[src/rtl/q_cmpx_stage.sv]
// Bit-serial, MSB-first compare-exchange stage: each lane routes the larger word to out_hi
// and the smaller to out_lo (or the reverse when DESCEND=1) behind a one-deep output register.
//
// Lane FSM states:
//   state | meaning
//   EQ    | bits seen so far in this word are equal
//   A_GT  | A is already known to be greater; pass A to max
//   B_GT  | B is already known to be greater; pass B to max
module q_cmpx_stage #(
  parameter int LANES   = 4,
  parameter int WIDTH   = 8,
  parameter int DESCEND = 0
) (
  input  logic             clk,
  input  logic             rst,
  input  logic             in_valid,
  output logic             in_ready,
  input  logic [LANES-1:0] in_a,
  input  logic [LANES-1:0] in_b,
  input  logic             in_first,
  output logic             out_valid,
  input  logic             out_ready,
  output logic [LANES-1:0] out_hi,
  output logic [LANES-1:0] out_lo,
  output logic             out_first,
  output logic             out_last,
  output logic [LANES-1:0] swapped,
  output logic             err
);

  typedef enum logic [1:0] {
    EQ   = 2'd0,
    A_GT = 2'd1,
    B_GT = 2'd2
  } lane_state_t;

  localparam int CW = $clog2(WIDTH);
  localparam logic [CW-1:0] LAST_CNT = CW'(WIDTH - 1);

  logic [CW-1:0]    cnt_q;
  logic [CW-1:0]    cnt_eff;
  logic [CW-1:0]    cnt_d;
  logic             xfer_in;
  logic             resync;
  logic             word_start;
  logic             is_last;
  logic [LANES-1:0] max_b;
  logic [LANES-1:0] min_b;
  logic [LANES-1:0] sw_d;
  lane_state_t      state_q  [LANES];
  lane_state_t      state_nx [LANES];
  lane_state_t      cur      [LANES];

  // in_ready depends only on registered out_valid and on out_ready, never on in_valid
  assign in_ready = ~out_valid | out_ready;
  assign xfer_in  = in_valid & in_ready;

  // A marker in mid-word restarts framing: the beat is evaluated as bit 0 of a fresh word
  assign resync     = in_first & (cnt_q != '0);
  assign cnt_eff    = resync ? '0 : cnt_q;
  assign word_start = (cnt_eff == '0);
  assign is_last    = (cnt_eff == LAST_CNT);
  assign cnt_d      = is_last ? '0 : cnt_eff + 1'b1;

  always_comb begin
    max_b = '0;
    min_b = '0;
    sw_d  = '0;
    for (int i = 0; i < LANES; i++) begin
      cur[i]      = word_start ? EQ : state_q[i];
      state_nx[i] = EQ;
      case (cur[i])
        A_GT: begin
          max_b[i]    = in_a[i];
          min_b[i]    = in_b[i];
          state_nx[i] = A_GT;
        end
        B_GT: begin
          max_b[i]    = in_b[i];
          min_b[i]    = in_a[i];
          state_nx[i] = B_GT;
        end
        default: begin
          max_b[i] = in_a[i] | in_b[i];
          min_b[i] = in_a[i] & in_b[i];
          if (in_a[i] & ~in_b[i]) begin
            state_nx[i] = A_GT;
          end else if (in_b[i] & ~in_a[i]) begin
            state_nx[i] = B_GT;
          end else begin
            state_nx[i] = EQ;
          end
        end
      endcase
      sw_d[i] = is_last & (state_nx[i] == B_GT);
      if (is_last) begin
        state_nx[i] = EQ;
      end
    end
  end

  always_ff @(posedge clk or negedge rst) begin
    if (!rst) begin
      out_valid <= 1'b0;
      out_hi    <= '0;
      out_lo    <= '0;
      out_first <= 1'b0;
      out_last  <= 1'b0;
      swapped   <= '0;
      err       <= 1'b0;
      cnt_q     <= '0;
      state_q   <= '{default: EQ};
    end else begin
      if (xfer_in) begin
        out_valid <= 1'b1;
        out_hi    <= (DESCEND != 0) ? min_b : max_b;
        out_lo    <= (DESCEND != 0) ? max_b : min_b;
        out_first <= word_start;
        out_last  <= is_last;
        swapped   <= sw_d;
        cnt_q     <= cnt_d;
        state_q   <= state_nx;
        if (resync) begin
          err <= 1'b1;
        end
      end else if (out_ready) begin
        out_valid <= 1'b0;
      end
    end
  end

endmodule

[config.mk]
export PLATFORM = sky130hd
export DESIGN_NAME = q_cmpx_stage
export DESIGN_NICKNAME = d
export VERILOG_FILES = /design/src/rtl/q_cmpx_stage.sv
export SDC_FILE = /design/constraint.sdc
export NUM_CORES = 1
export LEC_CHECK = 0
export ABC_CLOCK_PERIOD_IN_PS = 2300
export CAP_MARGIN = 5
export CORE_ASPECT_RATIO = 1.5
export CORE_MARGIN = 10
export CORE_UTILIZATION = 51
export CTS_BUF_LIST = sky130_fd_sc_hd__clkbuf_8
export CTS_CLUSTER_DIAMETER = 120
export DETAILED_ROUTE_END_ITERATION = 16
export HOLD_SLACK_MARGIN = 0.03
export PLACE_DENSITY = 0.78
export SYNTH_ARGS = -nofsm -noshare
export SYNTH_HDL_FRONTEND = slang
export SYNTH_SLANG_ARGS = --single-unit
export TNS_END_PERCENT = 1
[constraint.sdc]
create_clock -name clk -period 2.3 [get_ports clk]
set_input_delay 0.345 -clock clk [delete_from_list [all_inputs] [get_ports clk]]
set_output_delay 0.345 -clock clk [all_outputs]
set_load 0.01 [all_outputs]
==> results of run 1 <==
[per-stage QoR]
stage               util (%)  setup WS (ps)
floorplan                  -            207
global placement        67.8           -171
detailed placement      67.8           -311
CTS                     69.6           13.5
global route            70.3           66.3
finish                  70.3            189
[cells by family after synthesis]
logic type | Yosys count | synth area share [%]
AOI/OAI and AO/OA | 57 | 22.9
adders and majority gates | 14 | 11.0
buffers and inverters | 14 | 4.47
DFF | 27 | 42.3
muxes | 5 | 3.53
and+or+nand+nor | 41 | 15.8
[sequential cells by signal (all words and copies together) (netlist names)]
name / cells
cnt_q: 3
err: 1
out_first: 1
out_hi: 4
out_last: 1
out_lo: 4
out_valid: 1
state_q: 8
swapped: 4
[worst paths after layout]
check                         start          to  slack [ps]  cells past startpoint
min in group clk                err         err         500                      1
hold / removal                  rst   out_hi[0]         440                      2
max in group asynchronous       rst   out_hi[1]        1600                      2
setup / recovery           cnt_q[0]  state_q[7]         190                      9
hold reg to reg                 err         err         500                      1
setup reg to reg           cnt_q[0]  state_q[7]         190                      9
[power by group]
group | internal, mW | switching, mW | total (mW) | leakage [nW]
logic | 0.254 | 0.253 | 0.507 | 0.555
clock network | 0.120 | 0.142 | 0.262 | 0.0269
registers | 0.544 | 0.0436 | 0.587 | 0.338
[critical path: stages, from the launching register on]
cell and delay, ps:
dfrtp_1 400, nor2b_2 170, inv_1 70, ha_2 220, o21ai_2 130, and2_1 200
ha_2 370, nand2b_1 140, o21ai_0 100, a22o_1 200
[per-layer routing]
metal / GRT usage [%] / vias up / wire length [um]
met1: 14.6 / 695 / 1570
met3: 3.04 / 10 / 215
li1: - / 662 / -
met2: 26.5 / 36 / 2220
met5: 0 / - / 0
met4: 6.84 / 0 / 108
[final cells by class]
class                      count  area, um2  area share [%]
multi-input combinational    118        876            41.9
sequential                    27        676            32.3
timing repair buffer          44        405            19.4
tap                           39       48.8            2.33
clock buffer                   3       41.3            1.97
inverter                      10       40.0            1.92
clock inverter                 1       3.75           0.180
[timing repair]
item / CTS / global route
setup endpoints to repair: 7 / 20
setup buffers: 0 / 0
gates resized for setup: 1 / 5
cloned: 0 / 1
[cells in the final DEF, fill, tap and decap left out, types with 3 or more instances in the layout]
master           synthesis  layout
ha_2                     0       3
and2_1                   8       8
ha_1                    14      11
nand3b_1                 4       4
nand2b_1                 4       4
a22oi_1                  4       4
dfrtp_1                 27      27
inv_1                    8       9
clkdlybuf4s50_1          0      28
buf_4                    0      15
a31oi_1                  4       4
a22o_1                  12      12
a21oi_1                  4       4
o21ai_0                 24      24
mux2_2                   5       5
o22ai_1                  4       4
nand2_1                 13      13
nand3_1                  5       5
clkbuf_8                 0       3
==> impl_metrics.toml, run 1 <==
[clock_tree]
clk_latency_ps = 270
cts_root_buf = "clkbuf_8"
cts_tree = "built"
htree_levels = 1
clock_sinks = 27
ctsHoldBuffers = 0
numCtsBuffers = 3
path_clk_slew_ps = 90
cts.path.max_buffers = 2

[sta]
rsz0062_at_grt = "no"
finalMaxSlewViolations = 0
tns_ps = 0
timing.hold.ws_ps = 441
worst_pin_slew_ps = 379
finalSetupViolations = 0
fin_skew_ps = 4.01
layout_min_cycle_time_ps = 2110
finalHoldViolCount = 0
slew_headroom_pct = 74.6
timing.fmax_mhz = 474
fin_crit_sh_pct = 91.8

[yosys]
synth_top_area_share_pct = 42.3
async_flop_share_pct = 100
synthesis.area_mm2 = 0.00160
syn_nets = 185
ys.warnings.count = 0
synth.most_common_cell = "dfrtp_1"
avgSynthCellArea_um2 = 10.1
synthFlopType = "dfrtp_1"
synth_cell_type_count = 32
yosysSeqAreaShare_pct = 42.3
synth_edf_count = 0
ys_ff_latch = 27
yosysTopAreaCell = "dfrtp_1"
synth.top_cells.by_area = "dfrtp_1, ha_1, o21ai_0"
synthCells = 158
ys_top_cells_by_count = "dfrtp_1, o21ai_0, ha_1"

[power]
ir_drop_v = 0.000399
power_density_mw_per_mm2 = 649
leakage_nw = 0.920
total_power_mw = 1.36

[floorplan]
rows = 24
die_h_um = 88.5
io_pins = 30
initial_core_util_pct = 53.7
fp.coreArea_mm2 = 0.00297
dieWidth_um = 65.7
die_area_mm2 = 0.00581

[setup_path]
cp-start-kind = "flip-flop"
worstPathMaxFanout = 8
arrival_ps = 2270
cp-end-kind = "flip-flop"
critPathKind = "flip-flop to flip-flop"
crit_required_ps = 2460

[job]
cap_violations = 0

[drt]
drtIter0Drc = 50
dr.pass1.iters = 4
wl_per_cell_um = 17.0
drc = 0
num_vias = 1403
route.antenna.remaining_nets = 0
routed_via_density = 5.80
drt-total-wl_um = 4110

[placed_design]
detailed_place_hpwl_um = 2970
post_dp_cell_area_mm2 = 0.00202
place_inst = 237
port_buffers = 29
gp_congestion = 0.827

[final_layout]
fin_cells = 242
fill_cells = 229
drive_above_1_share_pct = 17.7
area_growth_pct = 31.0
n_antenna_cell = 0
fin_nets = 231
final_area_mm2 = 0.00209

[min_path]
hold_class = "primary input to asynchronous set/reset pin"

[global_route]
grt_max_degree = 28
gr-usage-all-layers_pct = 14.3
grt_pass1_vias = 1477
grt_pass1_wl_um = 6700
antenna_found_initial = 0
grt-ovfl-total = 0

[run_status]
status = "completed"
No activity file was read; power rests on OpenSTA's default activity.
==> inputs of run 2 (changes only) <==
ABC_CLOCK_PERIOD_IN_PS = 1800   (was 2300)
CORE_UTILIZATION = 48   (was 51)
HOLD_SLACK_MARGIN = 0.12   (was 0.03)
PLACE_DENSITY = 0.77   (was 0.78)
clock period = 1.8 ns   (was 2.3 ns; I/O delays follow)
==> run 2 against run 1 <==
Net effect: the flow now finishes with violations (setup timing); sequential power is 29% higher; cell count is 5.8% higher; global-route usage is 0.14 points higher; clock-buffer cell count stayed put; via count is 4.3% higher; wire length is 8.7% higher; combinational power is 69% higher; highest routed layer unchanged; critical endpoint is now out_lo[1]; first-iteration DRC count is 40% higher; largest cell class unchanged.
==> impl_metrics.toml, run 2 (synthesis results as in run 1) <==
[run_status]
status = "finished, violations left"
violations = "setup timing"

[floorplan]
die_area_mm2 = 0.00608
fp.coreArea_mm2 = 0.00319
dieWidth_um = 67.1
initial_core_util_pct = 50.0
io_pins = 30
rows = 25
die_h_um = 90.6

[drt]
drt-total-wl_um = 4470
route.antenna.remaining_nets = 0
wl_per_cell_um = 17.4
dr.pass1.iters = 4
routed_via_density = 5.72
num_vias = 1464
drtIter0Drc = 70
drc = 0

[global_route]
use_met2_pct = 25.1
grt.met3_usage_pct = 2.24
grt_pass1_vias = 1510
grt.busiest_layer = "met2"
gr-usage-all-layers_pct = 14.4
met1_usage_pct = 16.9
grt_pass1_wl_um = 7110
grt-ovfl-total = 0
antenna_found_initial = 0
grt_max_degree = 28

[sta]
fin_crit_sh_pct = 106
rsz0062_at_grt = "yes"
worst_slack_ps = -108
slew_headroom_pct = 76.1
timing.fmax_mhz = 524
finalMaxSlewViolations = 0
fin_skew_ps = 3.15
finalHoldViolCount = 0
layout_min_cycle_time_ps = 1910
worst_pin_slew_ps = 357
finalSetupViolations = 15

[final_layout]
fin_nets = 244
drive_above_1_share_pct = 36.1
area_growth_pct = 48.9
n_antenna_cell = 0
fill_cells = 215
post-route-util_pct = 74.5
largest_register_ffs = 8
final_common_cell = "clkdlybuf4s50_1"
final_area_mm2 = 0.00238
final_cell_mix = "clkdlybuf4s50_1, dfrtp_1, buf_4"
top_register = "state_q"

[setup_path]
worstPathMaxFanout = 9
arrival_ps = 2070
critPathKind = "flip-flop to flip-flop"
r2r_slack_ps = -110
cp-start-kind = "flip-flop"
crit_required_ps = 1970
cp-end-kind = "flip-flop"

[placed_design]
gp_congestion = 0.856
port_buffers = 29
post_dp_cell_area_mm2 = 0.00213
detailed_place_hpwl_um = 3000

[clock_tree]
path_clk_slew_ps = 100
clock_sinks = 27
cts_tree = "built"
cts_root_buf = "clkbuf_8"
htree_levels = 1
cts.path.max_buffers = 2
numCtsBuffers = 3
ctsHoldBuffers = 0
clk_latency_ps = 270

[min_path]
hold_class = "primary input to asynchronous set/reset pin"

[power]
leakage_nw = 1.04
ir_drop_v = 0.000749
power_density_mw_per_mm2 = 828

[job]
cap_violations = 0
[run 2: changes by cell type in the layout (fill, tap and decap cells not counted), sizes merged]
cell	change
dlygate4sd2	+1
clkinv	+1
buf	+13
dlymetal6s2s	-1
inv	-1
[run 2: repair_timing]
item,CTS,global route
pin swaps,9,7
endpoints found under the setup margin,20,19
gates resized for setup,28,17
setup buffers,1,7
gates cloned,1,0
endpoints found under the hold margin,0,0
[run 2: per-stage QoR]
stage | hold slack, ps | power, mW | setup WS, ps | TNS [ps] | instances
detailed placement | 465 | 1.44 | -602 | -10280 | 243
global placement | 462 | 1.41 | -530 | -9130 | 243
finish | 363 | 1.97 | -108 | -928 | 256
global route | 404 | 2.09 | -206 | -2540 | 256
CTS | 378 | 1.90 | -54.1 | -374 | 249
floorplan | -25.6 | 1.15 | -68.3 | -352 | 158
[run 2: metal layers]
metal / routed length (um) / up-vias
li1: - / 691
met1: 1720 / 728
met2: 2510 / 41
met3: 198 / 4
met4: 40 / 0
met5: 0 / -
[run 2: worst paths after layout]
kind	startpoint	to	depth (start not counted)
worst max-delay path	cnt_q[0]	out_lo[1]	10
worst min-delay path	rst	cnt_q[0]	2
worst max register to register	cnt_q[0]	out_lo[1]	10
worst min register to register	err	err	1
max in group asynchronous	rst	swapped[0]	2
min in group clk	err	err	1
[run 2: power breakdown]
part           internal [mW]  switching [mW]
registers              0.695          0.0628
logic                  0.465           0.393
clock network          0.155           0.198
[run 2: final cells by class]
type | count | area, um2 | area share, %
Sequential cell | 27 | 676 | 28.4
Clock inverter | 1 | 5.00 | 0.211
Inverter | 10 | 40.0 | 1.68
Tap cell | 40 | 50.0 | 2.11
Timing Repair Buffer | 57 | 515 | 21.7
Clock buffer | 3 | 41.3 | 1.74
Multi-Input combinational cell | 118 | 1050 | 44.2
[run 2: worst max-delay path, stage by stage, from the launching register on]
cell     delay, ps
dfrtp_1        370
nor2b_4        170
inv_2           50
ha_4           180
o21ai_4        140
buf_6          160
nand2_2         60
ha_4           250
nand3_1         80
o21ai_1         70
mux2_4         260
==> inputs of run 3 (changes only) <==
CORE_MARGIN = default   (was 10)
==> run 3 against run 2 <==
Net effect: the run still ends with setup timing left; clock power shrank 3%; wire length fell by 10%; die area shrank 41%; global-route usage increased by 9.9 points; worst setup slack improved by 30 ps; register-to-register slack improved by 30 ps; via count fell by 4.2%; fmax increased by 1.6%; largest power group unchanged.
==> impl_metrics.toml, run 3 (synthesis results as in run 1) <==
[global_route]
grt_pass1_wl_um = 6620
grt_pass1_vias = 1506
grt_max_degree = 28
gr-usage-all-layers_pct = 24.3
grt-ovfl-total = 0
antenna_found_initial = 0

[sta]
finalHoldViolCount = 0
slew_headroom_pct = 76.7
worst_slack_ps = -78.1
finalSetupViolations = 9
tns_ps = -414
rsz0062_at_grt = "yes"
layout_min_cycle_time_ps = 1880
finalMaxSlewViolations = 0
timing.fmax_mhz = 532
fin_crit_sh_pct = 104
worst_pin_slew_ps = 348
timing.hold.ws_ps = 360
fin_skew_ps = 1.78

[drt]
num_vias = 1402
dr.pass1.iters = 4
wl_per_cell_um = 16.3
drc = 0
route.antenna.remaining_nets = 0
routed_via_density = 5.70
drtIter0Drc = 52
drt-total-wl_um = 4000

[floorplan]
dieWidth_um = 49.1
io_pins = 30
initial_core_util_pct = 50.5
die_h_um = 72.6
die_area_mm2 = 0.00357
fp.coreArea_mm2 = 0.00316
rows = 25

[placed_design]
detailed_place_hpwl_um = 2790
gp_congestion = 0.807
place_inst = 240
port_buffers = 29

[final_layout]
final_common_cell = "clkdlybuf4s50_1"
area_growth_pct = 43.3
fill_cells = 215
largest_register_ffs = 8
fin_nets = 234
multi_input_area_mm2 = 0.00105
top_register = "state_q"
post-route-util_pct = 72.4
fin_cells = 246
n_antenna_cell = 0
final_cell_mix = "clkdlybuf4s50_1, dfrtp_1, buf_4"
drive_above_1_share_pct = 34.0
register_area_um2 = 676

[setup_path]
crit_required_ps = 1960
rr_worst_depth = 9
critPathKind = "flip-flop to flip-flop"
r2r_slack_ps = -80
arrival_ps = 2040
r2r-end = "out_lo[2]"
reg2reg_from = "cnt_q[0]"
cp-start-kind = "flip-flop"
worstPathMaxFanout = 8
cp-end-kind = "flip-flop"

[clock_tree]
cts.path.max_buffers = 2
numCtsBuffers = 3
clock_sinks = 27
cts_root_buf = "clkbuf_8"
cts_tree = "built"
path_clk_slew_ps = 90
htree_levels = 1
clk_latency_ps = 270

[job]
cap_violations = 0

[min_path]
hold_class = "primary input to asynchronous set/reset pin"

[run_status]
status = "finished, violations left"
violations = "setup timing"

[power]
total_power_mw = 1.90
leakage_nw = 0.976
ir_drop_v = 0.000620
power_density_mw_per_mm2 = 832
==> run 3: cell count changes in the layout (fill, tap and decap cells not counted), sizes merged <==
cell,previous run,this run
buf,28,18
==> run 3: how the worst max path moves through the flow <==
stage                            end  slack [ps]  startpoint
after CTS                  out_lo[1]         -60    cnt_q[0]
after floorplan            out_lo[3]         -70    cnt_q[0]
after detailed placement  state_q[1]        -670    in_first
after global placement     out_lo[3]        -550    in_first
after global routing       out_lo[1]        -170    cnt_q[0]
final                      out_lo[2]         -80    cnt_q[0]
==> run 3: area by class of cell <==
class / count / share of cell area (%)
timing repair buffer: 47 / 18.7
tap: 40 / 2.19
multi-input combinational: 118 / 45.8
sequential: 27 / 29.5
clock inverter: 1 / 0.219
inverter: 10 / 1.75
clock buffer: 3 / 1.81
==> run 3: worst max-delay path, stage by stage, from the launching register on <==
cell and delay [ps]:
dfrtp_1 360, nor2b_4 150, inv_2 50, ha_4 170
o21ai_4 140, nand2_1 160, ha_4 290, nand3_1 100
o21ai_1 80, mux2_2 270
==> run 3: per-layer routing <==
layer | share of wire, % | vias up | wire length, um | track usage (%)
met1 | 38 | 682 | 1530 | 27.0
met2 | 55 | 47 | 2200 | 45.5
li1 | - | 665 | - | -
met5 | 0 | - | 0 | 0
met4 | 2.3 | 0 | 92 | 11.1
met3 | 4.3 | 8 | 172 | 2.92
==> run 3: timing repair <==
action                     CTS  global route
setup endpoints to repair   20            18
gates cloned                 1             0
gates resized for setup     28            16
hold endpoints to repair     0             0
pin swaps                   12             3
setup buffers                0             1
hold buffers                 0             0
==> run 3: per-stage QoR <==
stage          setup WS [ps]  area (um2)
2_1_floorplan          -68.3        1670
3_3_place_gp            -551        2090
3_5_place_dp            -674        2090
4_1_cts                -55.2        2240
5_1_grt                 -169        2290
6_report               -78.1        2290
==> run 3: where the power goes <==
part	total [mW]	switching [mW]	internal, mW
Clock	0.345	0.190	0.155
Combinational	0.802	0.377	0.425
Sequential	0.756	0.0617	0.695
